[src/rtl/bsg_manycore_pkt_decode_rx.sv]
// Receive side of the manycore remote-store path: buffers packets, checks the destination,
// decodes op/op_ex into a local store request and returns one credit per retired packet.
// Optional BSG_MANYCORE_PKT_DECODE_STATS_EN adds saturating store/drop counters.
module bsg_manycore_pkt_decode_rx #(
  parameter int x_cord_width_p  = 4,
  parameter int y_cord_width_p  = 4,
  parameter int data_width_p    = 32,
  parameter int addr_width_p    = 12,
  parameter int fifo_els_p      = 2,
  parameter int packet_width_lp = addr_width_p + 2 + (data_width_p / 8) + data_width_p
                                  + x_cord_width_p + y_cord_width_p
) (
  input  logic                        clk_i,
  input  logic                        reset_n_i,
  input  logic [x_cord_width_p-1:0]   my_x_i,
  input  logic [y_cord_width_p-1:0]   my_y_i,
  input  logic                        v_i,
  input  logic [packet_width_lp-1:0]  data_i,
  output logic                        ready_o,
  output logic                        v_o,
  output logic [addr_width_p:0]       addr_o,
  output logic [data_width_p-1:0]     data_o,
  output logic [data_width_p/8-1:0]   mask_o,
  input  logic                        yumi_i,
  output logic                        credit_o,
`ifdef BSG_MANYCORE_PKT_DECODE_STATS_EN
  output logic [31:0]                 stat_stores_o,
  output logic [15:0]                 stat_drops_o,
`endif
  output logic                        err_o
);

  localparam int mask_width_lp = data_width_p / 8;
  localparam int ptr_width_lp  = (fifo_els_p > 1) ? $clog2(fifo_els_p) : 1;
  localparam int cnt_width_lp  = $clog2(fifo_els_p + 1);

  // Packet layout, LSB first: y_cord, x_cord, data, op_ex, op, addr
  localparam int x_lsb_lp    = y_cord_width_p;
  localparam int data_lsb_lp = x_lsb_lp + x_cord_width_p;
  localparam int opex_lsb_lp = data_lsb_lp + data_width_p;
  localparam int op_lsb_lp   = opex_lsb_lp + mask_width_lp;
  localparam int addr_lsb_lp = op_lsb_lp + 2;

  typedef enum logic {IDLE, VALID} state_e;

  state_e state_r, state_n;

  logic [packet_width_lp-1:0] fifo_mem [fifo_els_p];
  logic [ptr_width_lp-1:0]    rd_ptr, wr_ptr;
  logic [cnt_width_lp-1:0]    count, count_next;
  logic                       fifo_empty;
  logic                       enq, pop, load, drop, consume;

  logic [packet_width_lp-1:0] head;
  logic [y_cord_width_p-1:0]  head_y;
  logic [x_cord_width_p-1:0]  head_x;
  logic [data_width_p-1:0]    head_data;
  logic [mask_width_lp-1:0]   head_op_ex;
  logic [1:0]                 head_op;
  logic [addr_width_p-1:0]    head_addr;
  logic                       head_good;
  logic                       head_ready;

  function automatic logic [ptr_width_lp-1:0] ptr_inc(input logic [ptr_width_lp-1:0] p);
    return (p == ptr_width_lp'(fifo_els_p - 1)) ? '0 : p + ptr_width_lp'(1);
  endfunction

  assign enq        = v_i & ready_o;
  assign fifo_empty = (count == '0);

  always_ff @(posedge clk_i) begin
    if (enq) fifo_mem[wr_ptr] <= data_i;
  end

  always_comb begin
    count_next = count;
    if (enq && !pop)      count_next = count + cnt_width_lp'(1);
    else if (!enq && pop) count_next = count - cnt_width_lp'(1);
  end

  // ready_o is registered from the next count so it never depends on this cycle's pop
  always_ff @(posedge clk_i or negedge reset_n_i) begin
    if (!reset_n_i) begin
      rd_ptr  <= '0;
      wr_ptr  <= '0;
      count   <= '0;
      ready_o <= 1'b1;
    end else begin
      if (enq) wr_ptr <= ptr_inc(wr_ptr);
      if (pop) rd_ptr <= ptr_inc(rd_ptr);
      count   <= count_next;
      ready_o <= (count_next != cnt_width_lp'(fifo_els_p));
    end
  end

  assign head       = fifo_mem[rd_ptr];
  assign head_y     = head[0 +: y_cord_width_p];
  assign head_x     = head[x_lsb_lp +: x_cord_width_p];
  assign head_data  = head[data_lsb_lp +: data_width_p];
  assign head_op_ex = head[opex_lsb_lp +: mask_width_lp];
  assign head_op    = head[op_lsb_lp +: 2];
  assign head_addr  = head[addr_lsb_lp +: addr_width_p];
  assign head_good  = ((head_op == 2'b01) || (head_op == 2'b10))
                      && (head_x == my_x_i) && (head_y == my_y_i);
  assign head_ready = !fifo_empty && head_good;

  always_ff @(posedge clk_i or negedge reset_n_i) begin
    if (!reset_n_i) state_r <= IDLE;
    else            state_r <= state_n;
  end

  always_comb begin
    state_n = state_r;
    case (state_r)
      IDLE:    if (head_ready) state_n = VALID;
      VALID:   if (yumi_i && !head_ready) state_n = IDLE;
      default: state_n = IDLE;
    endcase
  end

  // A bad head seen while VALID waits for IDLE so a drop never coincides with a consume
  always_comb begin
    load    = 1'b0;
    pop     = 1'b0;
    drop    = 1'b0;
    consume = 1'b0;
    v_o     = (state_r == VALID);
    case (state_r)
      IDLE: begin
        if (!fifo_empty) begin
          pop  = 1'b1;
          load = head_good;
          drop = !head_good;
        end
      end
      VALID: begin
        if (yumi_i) begin
          consume = 1'b1;
          load    = head_ready;
          pop     = head_ready;
        end
      end
      default: ;
    endcase
  end

  always_ff @(posedge clk_i or negedge reset_n_i) begin
    if (!reset_n_i) begin
      addr_o   <= '0;
      data_o   <= '0;
      mask_o   <= '0;
      credit_o <= 1'b0;
      err_o    <= 1'b0;
    end else begin
      if (load) begin
        addr_o <= {head_op == 2'b10, head_addr};
        data_o <= head_data;
        mask_o <= head_op_ex;
      end
      credit_o <= consume | drop;
      err_o    <= err_o | drop;
    end
  end

`ifdef BSG_MANYCORE_PKT_DECODE_STATS_EN
  always_ff @(posedge clk_i or negedge reset_n_i) begin
    if (!reset_n_i) begin
      stat_stores_o <= '0;
      stat_drops_o  <= '0;
    end else begin
      if (consume && (stat_stores_o != '1)) stat_stores_o <= stat_stores_o + 32'd1;
      if (drop && (stat_drops_o != '1))     stat_drops_o  <= stat_drops_o + 16'd1;
    end
  end
`endif

`ifndef SYNTHESIS
  yumi_needs_valid: assert property (@(posedge clk_i) disable iff (!reset_n_i) yumi_i |-> v_o);
`endif

endmodule

[config.mk]
export PLATFORM = sky130hd
export DESIGN_NAME = bsg_manycore_pkt_decode_rx
export DESIGN_NICKNAME = d
export VERILOG_FILES = /design/src/rtl/bsg_manycore_pkt_decode_rx.sv
export SDC_FILE = /design/constraint.sdc
export NUM_CORES = 1
export LEC_CHECK = 0
export CAP_MARGIN = 20
export CORE_UTILIZATION = 53
export CTS_BUF_LIST = sky130_fd_sc_hd__clkbuf_8
export DETAILED_ROUTE_END_ITERATION = 8
export PLACE_DENSITY = 0.8
export SYNTH_ARGS = -nofsm -noshare
export SYNTH_HDL_FRONTEND = slang
export SYNTH_SLANG_ARGS = --single-unit
[constraint.sdc]
create_clock -name clk_i -period 4.3 [get_ports clk_i]
set_input_delay 1.29 -clock clk_i [delete_from_list [all_inputs] [get_ports clk_i]]
set_output_delay 1.29 -clock clk_i [all_outputs]
set_load 0.05 [all_outputs]
After elaboration in Yosys (flattened, before gate mapping)
Memory sizes are Yosys's and may differ from the RTL's.
Cells that the tools add are included.
- bitwise gates (word level): 4
- mux-type cells: 18
- equality and inequality tests: 5
- add/sub/neg operators: 4
- reductions and logical operators: 13
- operator list (operator ; count):
    $mux W1 ; 13
    $eq A4 B4 Y1 ; 2
    $logic_and A1 B1 Y1 ; 6
    $pmux W1 S2 ; 3
    $logic_not A1 Y1 ; 5
    $mux W2 ; 2
    $add A1 B1 Y1 const B ; 2
    $add A2 B1 Y2 const B ; 1
    $eq A2 B1 Y1 const B ; 1
    $eq A2 B2 Y1 const B ; 1
    $logic_not A2 Y1 ; 1
    $ne A2 B2 Y1 const B ; 1
    $or A1 B1 Y1 ; 2
    $sub A2 B1 Y2 const B ; 1
    $and A1 B1 Y1 ; 1
    $logic_or A1 B1 Y1 ; 1
    $not A1 Y1 ; 1
- output and inout port bits: 53
- input bits: 70
- word-level logic and storage cells: 55
- RAM bits: 116
- memories: 1
- register bits after elaboration: 57
- memory list (memory ; words ; width ; read ports ; clocked after Yosys merged registers in ; wr ports ; RTL line ; text):
    fifo_mem ; 2 ; 58 ; 1 ; 0 ; 1 ; 48 ; logic [packet_width_lp-1:0] fifo_mem [fifo_els_p];

Logic depth before layout (Yosys ltp)
An unclocked memory read counts as a cell.
- word-level depth: 12
- depth in mapped cells: 11
- depth with buffers taken out: 7

Least setup slack after synthesis
OpenSTA, ideal clock, no wires.
- path kind: in2reg
- start point: in v_i
- end point: mem fifo_mem[0][0] (netlist name) (enable)
- buffers on the path: 0
- data arrival time: 3901 ps
- required time: 3826 ps
- setup slack: -75 ps
- cell stages on the path: 2
- library setup time: 474 ps
- cells stage by stage: nand2_1 nor2_1
- word-level cells in the longest chain between the ends: 3
- ends and longest elaborated chain (item ; RTL line ; text):
    start: declaration ; 17 ; input logic v_i,
    $and A1 B1 Y1 ; 68 ; assign enq = v_i & ready_o;
    $mux W1 ; 72 ; if (enq) fifo_mem[wr_ptr] <= data_i;
    $mux W1 (not written as such) ; 72 ;
    end: declaration ; 48 ;
Every way passes these cells.

Worst setup path in the final report
- start point: in my_y_i[3]
- end point: reg addr_o[3]
- word-level cells in the longest chain between the ends: 5
- elaborated cells on any way between the ends: 6
- classes of those cells: eq/ne: 1; mux: 3; reduce/logical: 2
- ends and longest elaborated chain (item ; RTL line ; text):
    start: declaration ; 16 ; input logic [y_cord_width_p-1:0] my_y_i,
    $eq A4 B4 Y1 (*) ; 104 ; && (head_x == my_x_i) && (head_y == my_y_i);
    $logic_and A1 B1 Y1 (*) ; 104 ;
    $logic_and A1 B1 Y1 ; 105 ; assign head_ready = !fifo_empty && head_good;
    $mux W1 ; 137 ; if (yumi_i) begin
    $pmux W1 S2 (*) ; 128 ; case (state_r)
    end signal: assignment ; 156 ; addr_o <= {head_op == 2'b10, head_addr};
    end: declaration ; 21 ; output logic [addr_width_p:0] addr_o,
Mark *: on every way between the ends. The rest lies on a longest branch, timed or not.
A chain may end at the register's enable or synchronous reset.

==> out/qor.yml <==
floorplanning:
  rows: 39
  start_util_pct: 55.0
  die_h_microns: 111
  coreArea_sq_um: 11500
  die_x_microns: 111
  fp.dieArea_sq_um: 12400
  ios: 123
critical_path:
  ff2ff_path_depth: 7
  cp_max_fo: 66
  r2r-end: "addr_o[3]$_DFFE_PN0P_"
  worstPathCellList: "clkdlybuf4s50_1 -> xor2_1 -> o2111ai_1 -> nor4_4 -> o211ai_4 -> buf_12 -> nand2_1 -> o21ai_0"
  start_kind: "primary input"
  r2r_start: "rd_ptr$_DFFE_PN0P_"
  required_ns: 4.61
  cpPeakStageDelay_ns: 0.48
  slowest_stage: "clkdlybuf4s50_1"
  setup.worst_path.end_class: "flip-flop"
  rrSetupSlack_ns: 1.37
  cp.arrival_ns: 3.47
  crit_type: "primary input to flip-flop"
power:
  leakagePower_nw: 3.17
  irDropWorstVdd_mv: 0.366
  p_per_area_nw_per_um2: 699
status:
  status: "finished with violations"
  violations: "design-rule violations"
logic_synthesis:
  synth_top_area_share_pct: 55.0
  synthArstFlopShare_pct: 32.9
  yosysTopAreaCell: "edfxtp_1"
  synthTopCellsByArea: "edfxtp_1, dfrtp_1, mux2i_1"
  ys_ff_latch: 173
  syn_area_sq_um: 6330
  synth_cell_type_count: 30
  synth_cells: 389
  yosysWarningCount: 0
  synth_fp_nets: 461
  yosysMostFrequentCell: "edfxtp_1"
  synth-edff-count: 116
  ys_seq_area_share_pct: 77.6
  synth_common_cells: "edfxtp_1, mux2i_1, dfrtp_1, nand2_1, o21ai_1"
  ys.flop_type: "edfxtp_1"
  syn_area_per_cell_sq_um: 16.3
detailed_routing:
  drt_wl_total_mm: 11.2
  routed_via_density: 5.23
  first_pass_iters: 6
  vias: 3527
  antenna_left: 0
  drc: 16
  drt_iter0_drc: 189
  wl_per_cell_microns: 16.5
hold_path:
  hold_depth: 1
  hp-start: "err_o$_DFF_PN0_"
  hold_class: "flip-flop to flip-flop"
  min_to: "err_o$_DFF_PN0_"
global_routing:
  grtUsageTotal_pct: 19.7
  grt_max_degree: 67
  gr-total-overflow: 0
  grt_pass1_vias: 3784
  grt_pass1_wl_mm: 18.3
  antenna_found_initial: 0
timing:
  max_freq_mhz: 317
  min_period_ns: 3.16
  final.setup_skew_ns: 0.0129
  rsz0062_at_grt: "no"
  finalSetupViolCount: 0
  setup_tns_ns: 0
  maxSlewViolCount: 0
  tightestPinTransition_ns: 0.959
  slew_headroom_pct: 36.0
  hold_violations: 0
  fin_crit_sh_pct: 73.4
layout:
  antenna_cells: 0
  nets: 591
  fillers: 781
  stdcell_count: 675
  multi_input_area_sq_um: 1340
  seqCellArea_sq_um: 4910
  area_delta_synth_final_pct: 28.8
  drive_gt1_share_pct: 9.59
clock_network:
  post-cts-setup-buffer-count: 0
  cts_buffer_depth: 2
  numCtsBuffers: 17
  clock_latency_ns: 0.44
  cts_sinks: 173
  htree_levels: 4
  cts.repair.resized: 0
  clkTransAtPathRegs_ns: 0.09
  tritoncts: "built"
  ctsRootBufferMaster: "clkbuf_8"
  hold_buffers: 0
place:
  dp.final_hpwl_mm: 7.20
  io_buffers: 122
  gp_congestion: 0.755
  dpl.cell_count: 643
flow_run:
  drv_cap: 0
[cells by family (layout without fill, tap and decap cells)]
kind of cell             after synthesis  in the layout  synth area share, %
AND/OR/NAND/NOR                       65             65                 4.39
adder cells (fa/ha/maj)                2              2                0.395
flip-flops                           173            173                 77.6
AO/OA/AOI/OAI                         55             55                 4.71
XOR/XNOR                              11             11                 1.52
buffers and inverters                 21            164                 1.46
multiplexers                          62             62                 9.92
[layer usage]
| layer | track usage [%] | share of wire [%] | vias to the layer above |
|---|---|---|---|
| li1 | - | - | 1681 |
| met1 | 22.8 | 40 | 1718 |
| met2 | 33.8 | 53 | 108 |
| met3 | 5.47 | 5.2 | 20 |
| met4 | 9.46 | 2.2 | 0 |
| met5 | 0 | 0 | - |
[final cells by class]
type	count	area share, %
Sequential cell	173	60.3
Multi-Input combinational cell	195	16.5
Timing Repair Buffer	128	15.6
Clock buffer	18	3.04
Clock inverter	14	2.21
Tap cell	143	2.19
Inverter	4	0.184
[state kept, by name, indices dropped and copies added, names as in the netlist, 2 cells and up]
name,cells
addr_o,13
count,2
data_o,32
fifo_mem,116
mask_o,4
[layout by cell type (no fill, tap or decap), types with 2 or more instances in the layout]
cell and instances:
bufinv_16 3, dfrtp_1 55, o21ai_0 19, ha_1 2, edfxtp_1 116, xor2_1 7
mux2_2 2, or2_2 2, inv_6 6, clkdlybuf4s50_1 121, xnor2_1 4, o21ai_1 30
clkbuf_8 18, clkinv_2 2, nand2_1 53, inv_1 4, buf_4 5, mux2i_1 59
nor2_1 3
[worst max-delay path, delay by kind of cell]
kind | cells | cell delay, ns
and+or+nand+nor | 2 | 0.54
AOI/OAI and AO/OA | 3 | 0.65
buffers and inverters | 2 | 0.81
xor gates and xnor gates | 1 | 0.17
[report_power, final]
group          total, mW  switching (mW)  internal (mW)
Sequential          2.51           0.241           2.26
Combinational       1.99            1.27          0.724
Clock               1.20           0.593          0.604
Total               5.69            2.10           3.59
[worst max path at each step]
stage / startpoint / slack, ns / cells after the start / end
final: my_y_i[3] / 1.14 / 8 / addr_o[3]$_DFFE_PN0P_
after global routing: my_y_i[3] / 0.97 / 8 / data_o[25]$_DFFE_PN0P_
after CTS: ready_o$_DFF_PN1_ / 1.15 / 1 / ready_o
after detailed placement: my_y_i[3] / 0.67 / 8 / addr_o[3]$_DFFE_PN0P_
after global placement: my_y_i[3] / 0.75 / 8 / addr_o[8]$_DFFE_PN0P_
after floorplan: v_i / 0.90 / 2 / fifo_mem[0][0]$_DFFE_PP_
[stage by stage]
stage,setup WS (ns),utilization [%],hold WS (ns),area (sq um),total power [mW]
after floorplan,0.897,-,0.440,6330,3.86
after global placement,0.746,67.1,0.455,7720,4.49
after detailed placement,0.670,67.1,0.458,7720,4.56
after CTS,1.15,70.8,0.480,8150,5.75
after global routing,0.973,70.8,0.486,8150,5.96
final,1.14,70.8,0.474,8150,5.69
No activity file was read; power rests on OpenSTA's default activity.
